===== config.mk =====
export PLATFORM = sky130hd
export DESIGN_NAME = spi_slave_ctrl
export DESIGN_NICKNAME = d
export VERILOG_FILES = /design/src/rtl/spi_slave_ctrl.sv
export SDC_FILE = /design/constraint.sdc
export NUM_CORES = 1
export LEC_CHECK = 0
export ABC_CLOCK_PERIOD_IN_PS = 3300
export CAP_MARGIN = 15
export CORE_ASPECT_RATIO = 0.5
export CORE_MARGIN = 2
export CORE_UTILIZATION = 55
export CTS_BUF_LIST = sky130_fd_sc_hd__clkbuf_4
export DETAILED_ROUTE_END_ITERATION = 7
export PLACE_DENSITY_LB_ADDON = 0.15
export SETUP_SLACK_MARGIN = 0.3
export SYNTH_ARGS = -nofsm -noshare
export SYNTH_HDL_FRONTEND = slang
export SYNTH_SLANG_ARGS = --single-unit

===== constraint.sdc =====
create_clock -name clk -period 3.3 [get_ports clk]
set_clock_uncertainty 0.05 [all_clocks]
set_input_delay 0.66 -clock clk [delete_from_list [all_inputs] [get_ports clk]]
set_output_delay 0.66 -clock clk [all_outputs]
set_load 0.02 [all_outputs]

===== src/rtl/spi_slave_ctrl.sv =====
// SPI slave front end: MOSI frames -> command words, RAM read data -> MISO.
// Ports: clk, rst_n, ss_n, mosi, miso, rx_data/rx_valid, tx_data/tx_valid, cmd_err.
// Optional: define SPI_CMD_CHECK_EN to check cmd bits against the frame type.
module spi_slave_ctrl #(
  parameter int DATA_W = 8
) (
  input  logic              clk,
  input  logic              rst_n,
  input  logic              ss_n,
  input  logic              mosi,
  output logic              miso,
  output logic [DATA_W+1:0] rx_data,
  output logic              rx_valid,
  input  logic [DATA_W-1:0] tx_data,
  input  logic              tx_valid,
  output logic              cmd_err
);

  localparam int WW = DATA_W + 2;
  localparam int CW = $clog2(WW + 1);
  localparam int TW = $clog2(DATA_W + 1);

  typedef enum logic [2:0] {
    IDLE, CHK_CMD, WRITE, READ_ADD, READ_DATA
  } state_t;

  state_t          state;
  logic [CW-1:0]   cnt;
  logic [WW-2:0]   shift;
  logic            word_done;
  logic            tx_done;
  logic [TW-1:0]   tx_cnt;
  logic [DATA_W-1:0] tx_sh;
  logic            rd_addr_done;

  logic [WW-1:0] word;
  logic          in_word;
  logic          cmd_ok;

  assign word    = {shift, mosi};
  assign in_word = (state == WRITE) || (state == READ_ADD)
                || (state == READ_DATA);

`ifdef SPI_CMD_CHECK_EN
  always_comb begin
    cmd_ok = 1'b0;
    case (state)
      WRITE:     cmd_ok = ~word[WW-1];
      READ_ADD:  cmd_ok = (word[WW-1:WW-2] == 2'b10);
      READ_DATA: cmd_ok = (word[WW-1:WW-2] == 2'b11);
      default:   cmd_ok = 1'b0;
    endcase
  end
`else
  assign cmd_ok = 1'b1;
`endif

  always_ff @(posedge clk or negedge rst_n) begin
    if (!rst_n) begin
      state        <= IDLE;
      cnt          <= '0;
      shift        <= '0;
      word_done    <= 1'b0;
      tx_done      <= 1'b0;
      tx_cnt       <= '0;
      tx_sh        <= '0;
      rd_addr_done <= 1'b0;
      miso         <= 1'b0;
      rx_data      <= '0;
      rx_valid     <= 1'b0;
      cmd_err      <= 1'b0;
    end else begin
      rx_valid <= 1'b0;
      cmd_err  <= 1'b0;

      if (in_word && !word_done) begin
        shift <= word[WW-2:0];
        if (cnt == CW'(WW - 1)) begin
          word_done <= 1'b1;
          cnt       <= '0;
          if (cmd_ok) begin
            rx_data  <= word;
            rx_valid <= 1'b1;
            if (state == READ_ADD)
              rd_addr_done <= 1'b1;
          end else begin
            cmd_err <= 1'b1;
            // a rejected read-data word never serialises
            tx_done <= 1'b1;
          end
        end else begin
          cnt <= cnt + CW'(1);
        end
      end

      // rx_valid high means this is the word-completion cycle,
      // where tx_valid is not yet trusted
      if (state == READ_DATA && word_done && !rx_valid
          && !tx_done && tx_valid) begin
        miso         <= tx_data[DATA_W-1];
        tx_sh        <= {tx_data[DATA_W-2:0], 1'b0};
        tx_cnt       <= TW'(DATA_W - 1);
        tx_done      <= 1'b1;
        rd_addr_done <= 1'b0;
      end else if (tx_cnt != '0) begin
        miso   <= tx_sh[DATA_W-1];
        tx_sh  <= {tx_sh[DATA_W-2:0], 1'b0};
        tx_cnt <= tx_cnt - TW'(1);
      end else begin
        miso <= 1'b0;
      end

      if (ss_n) begin
        state     <= IDLE;
        cnt       <= '0;
        word_done <= 1'b0;
        tx_done   <= 1'b0;
        tx_cnt    <= '0;
        miso      <= 1'b0;
      end else begin
        case (state)
          IDLE: begin
            state     <= CHK_CMD;
            cnt       <= '0;
            word_done <= 1'b0;
            tx_done   <= 1'b0;
          end
          CHK_CMD: begin
            unique case (1'b1)
              !mosi:                 state <= WRITE;
              mosi && !rd_addr_done: state <= READ_ADD;
              mosi && rd_addr_done:  state <= READ_DATA;
            endcase
          end
          default: state <= state;
        endcase
      end
    end
  end

endmodule


Yosys cells after proc, flatten, opt, wreduce, memory -nomap -nowiden
Index checks and enable logic that the tools add are counted.
{"block": "word_totals", "ff_bits": 43, "wordCells": 74, "output_inout_bits": 13, "inputBits": 13}
{"block": "classes", "n_reduce_logical": 28, "eq_ne": 5, "mux": 28, "addsub": 2}
{"op": "2-to-1 mux 4 bit", "count": 7}
{"op": "2-to-1 mux 1 bit", "count": 16}
{"op": "2-to-1 mux 8 bit", "count": 2}
{"op": "nonzero test 3 bit", "count": 5}
{"op": "one-hot mux 3 bit (3 select lines)", "count": 1}
{"op": "nonzero test 2 bit", "count": 4}
{"op": "logical AND 1 bit", "count": 7}
{"op": "== test 3 x 2 -> 1 bit (second input constant)", "count": 2}
{"op": "one-hot mux 3 bit (2 select lines)", "count": 1}
{"op": "logical NOT 1 bit", "count": 5}
{"op": "adder 4 x 1 -> 4 bit (second input constant)", "count": 1}
{"op": "== test 4 bit (second input constant)", "count": 1}
{"op": "AND reduction 2 bit", "count": 2}
{"op": "nonzero test 4 bit", "count": 1}
{"op": "subtractor 4 x 1 -> 4 bit (second input constant)", "count": 1}
{"op": "== test 3 x 1 -> 1 bit (second input constant)", "count": 1}
{"op": "== test 3 bit (second input constant)", "count": 1}
{"op": "logical NOT 3 bit", "count": 1}
{"op": "2-to-1 mux 3 bit", "count": 1}
{"op": "AND reduction 3 bit", "count": 1}
{"op": "logical OR 1 bit", "count": 2}

Depth between registers and ports, before layout
{"block": "logic_depth", "ltp_word": 8, "mapped_depth": 6, "ltp_nobuf": 6}

Worst setup path before layout
Ideal clock, no wire load.
{"block": "synth_path", "path_kind": "input to register", "startpoint": "input tx_valid", "endpoint": "register rd_addr_done", "arrival_time_ns": 1.510, "setup_ns": 0.119, "t_required_ns": 3.131, "cell_stages": 4, "path_slack_ns": 1.621, "path_buffers": 1, "cell_sequence": "nor4bb_1 nand2_1 clkbuf_1 o21a_1"}
{"block": "synth_between", "elab_chain_cells": 3, "elab_cells_between_ends": 6, "classes_between": "mux (1); reduce/logical (5)"}
{"item": "start: declaration", "line_no": "15", "source": "input logic tx_valid,"}
{"item": "logical AND 1 bit *", "line_no": "99", "source": "&& !tx_done && tx_valid) begin"}
{"item": "nonzero test 2 bit (no line)"}
{"item": "AND reduction 3 bit (no line)"}
{"item": "end signal: assignment", "line_no": "67", "source": "rd_addr_done <= 1'b0;"}
{"item": "end signal: assignment", "line_no": "85", "source": "rd_addr_done <= 1'b1;"}
{"item": "end signal: assignment", "line_no": "104", "source": "rd_addr_done <= 1'b0;"}
{"item": "end: declaration", "line_no": "34", "source": "logic rd_addr_done;"}
Mark *: on every way between the ends. The rest lies on a longest branch, timed or not.
A chain may end at the register's enable or synchronous reset.

Worst setup path in the final report
{"block": "layout_path", "startpoint": "register rx_valid", "endpoint": "output rx_valid"}
{"item": "start: declaration", "line_no": "13", "source": "output logic rx_valid,"}
{"item": "start signal: assignment", "line_no": "70", "source": "rx_valid <= 1'b0;"}
{"item": "start signal: assignment", "line_no": "73", "source": "rx_valid <= 1'b0;"}
{"item": "start signal: assignment", "line_no": "83", "source": "rx_valid <= 1'b1;"}
No word-level cell between the ends.

==> run_results.csv <==
group,metric,value,unit
grt,track_usage,19.8,%
synthesis,synthTopCellsByCount,"dfrtp_1 (42), a21oi_1 (14), mux2_1 (14)",
synthesis,ys_seq_area_share,54.4,%
timing,finalSetupViolations,0,
clock_network,ctsLongestPathBuffers,2,
timing,maxSlewViolCount,0,
synthesis,synth-seq-cells,42,
synthesis,async_flop_share,100,%
route,post_drt_wl_per_cell,14.0,um
clock_network,cts.clk_slew.worst_paths,120,ps
placement,detailed_place_hpwl,2270,um
synthesis,ys.warnings.count,0,
critical_path,worstSetupEndpointType,"primary output",
timing,fmax,490,MHz
clock_network,h-tree-depth,2,
synthesis,synth_edf_count,0,
critical_path,critPathKind,"flop to primary output",
timing,post-route-period-util,61.9,%
grt,grt_max_degree,43,
synthesis,synth_area_leaders,"dfrtp_1 (54%), mux2_1 (8.2%), mux2i_1 (4.1%)",
synthesis,yosys.area_share.simple,14.1,%
critical_path,cp.depth,1,
placement,io_buffers,24,
synthesis,synth_compound_area_share,9.01,%
timing,rsz0062_at_grt,"false",
synthesis,synth_largest_area_cell,"dfrtp_1",
critical_path,rr_worst_depth,4,
timing,fin_tns_setup,0,ps
clock_network,cts_tree,"yes",
route,vias_per_cell,5.40,
grt,grt_pass1_vias,1239,
hold_path,min_path_type,"input port to asynchronous set/reset pin",
critical_path,max_stage_delay,610,ps
route,first_iter_violations,65,
clock_network,cts-resized-gates,0,
synthesis,yosysTopAreaCellShare,54.4,%
timing,hold_viol_final,0,
die,start_util,56.8,%
clock_network,root_buffer,"clkbuf_4",
synthesis,muxShareOfSynthArea,16.4,%
cells_and_area,drive_above_1_share,10.8,%
cells_and_area,nets,201,
critical_path,cp_top_family,"buffers and inverters",
die,die_w,87.8,um
die,dieHeight,45.9,um
critical_path,slowest_stage,"clkdlybuf4s50_1",
timing,worst_pin_slew,905,ps
synthesis,synth_most_common_cell,"dfrtp_1",
die,core_area,3400,um^2
cells_and_area,final_area,2250,um^2
route,drc,0,
synthesis,synthAdderAreaFrac,1.94,%
critical_path,critPathLaunchType,"flop",
synthesis,syn_inst,161,
synthesis,avgSynthCellArea,12.0,um^2
synthesis,synthFlopType,"dfrtp_1",
timing,slew_headroom,39.7,%
clock_network,clk_latency,340,ps
critical_path,cp_max_fo,3,
pwr,p_per_area,511,nW/um^2
die,rows,15,
route,num_vias,1280,
grt,grt_pass1_wl,5810,um
route,routed_wl,3310,um
synthesis,synth_top_family_by_area,"multiplexers",
clock_network,postCtsSetupBuffers,0,
pwr,leakage,1.02,nW
clock_network,numCtsBuffers,5,
cells_and_area,antennaDiodeCount,0,
grt,grt_overflow,0,
synthesis,syn_nets,177,
die,io_pins,26,
route,antenna_left,0,
flow_run,drv_cap,0,
clock_network,cts_hold_buf,0,
status,status,"complete, no violations",
clock_network,clkSinkCount,42,
synthesis,synth_xor_xnor_area_share,0.454,%
synthesis,netlist_area,1930,um^2
placement,gp_congestion,0.851,
die,dieArea,4030,um^2
placement,place_area,2200,um^2
pwr,max-vdd-ir-drop,0.255,mV
critical_path,required,2590,ps
critical_path,worst-path-buf-inv,1,
cells_and_area,synthToLayoutAreaGrowth,16.6,%
timing,min_period,2040,ps
critical_path,cp_cell_sequence,"clkdlybuf4s50_1",
grt,antenna_found_initial,0,
critical_path,cp.arrival,1330,ps
route,firstDrtPassIters,4,
synthesis,ys_types,42,
==> layout make-up <==
type	count	area, um^2
Timing Repair Buffer	24	235
Fill cell	263	1150
Clock inverter	2	8.76
Multi-Input combinational cell	103	813
Tap cell	51	63.8
Clock buffer	6	45.0
Sequential cell	42	1050
Inverter	9	33.8
==> placed cells by master, fill, tap and decap left out, drive strengths merged, types with 2 or more instances in the layout <==
master         instances
clkinv                 2
clkdlybuf4s50         23
ha                     3
mux2i                  8
nand2                  5
mux2                  21
nor3b                  2
nand3                  5
clkbuf                 6
nand2b                 3
nand3b                 2
inv                    9
or3b                   3
dfrtp                 42
a211o                  2
nor2b                  2
a21oi                 14
nor2                   5
nor3                   7
o211ai                 3
a31oi                  2
==> final timing paths <==
kind / startpoint / to / slack [ps]
setup / recovery: rx_valid / rx_valid / 1260
hold / removal: rst_n / cnt[2] / 390
setup reg to reg: state[2] / rx_data[2] / 1370
hold reg to reg: shift[8] / shift[8] / 450
max in group asynchronous: rst_n / tx_sh[2] / 2250
min in group clk: shift[8] / shift[8] / 450
==> layer usage <==
metal	track usage, %	up-vias	share of wire [%]
li1	-	632	-
met1	26.9	622	51
met2	29.8	22	44
met3	7.07	4	4.2
met4	7.38	0	0.72
met5	0	-	0
==> through the flow <==
stage,hold slack (ps),power [mW],setup slack (ps),cells,utilization (%)
4_1_cts,400,1.17,1220,237,66.3
3_3_place_gp,414,0.914,973,229,64.7
5_1_grt,436,1.23,1170,237,66.3
6_report,387,1.15,1260,237,66.3
3_5_place_dp,427,0.920,927,229,64.7
2_1_floorplan,314,0.851,1620,161,-
==> sequential cells by signal, indices dropped and copies added (netlist names) <==
name          flops
tx_sh             7
shift             9
miso              1
tx_done           1
state             3
rx_data          10
tx_cnt            4
word_done         1
rd_addr_done      1
rx_valid          1
cnt               4
==> power by group <==
part           internal, mW  switching, mW  total (mW)
Clock                0.0885          0.157       0.246
Sequential            0.586         0.0545       0.640
Combinational         0.143          0.121       0.264
Total                 0.818          0.332        1.15
==> kinds of logic (layout without fill, tap and decap cells) <==
family | after synthesis | after routing
DFF | 42 | 42
adders and majority gates | 3 | 3
and+or+nand+nor | 42 | 42
buffers and inverters | 16 | 41
xor gates and xnor gates | 1 | 1
other | 1 | 1
AOI/OAI and AO/OA | 27 | 27
muxes | 29 | 29
No activity file was read; power rests on OpenSTA's default activity.
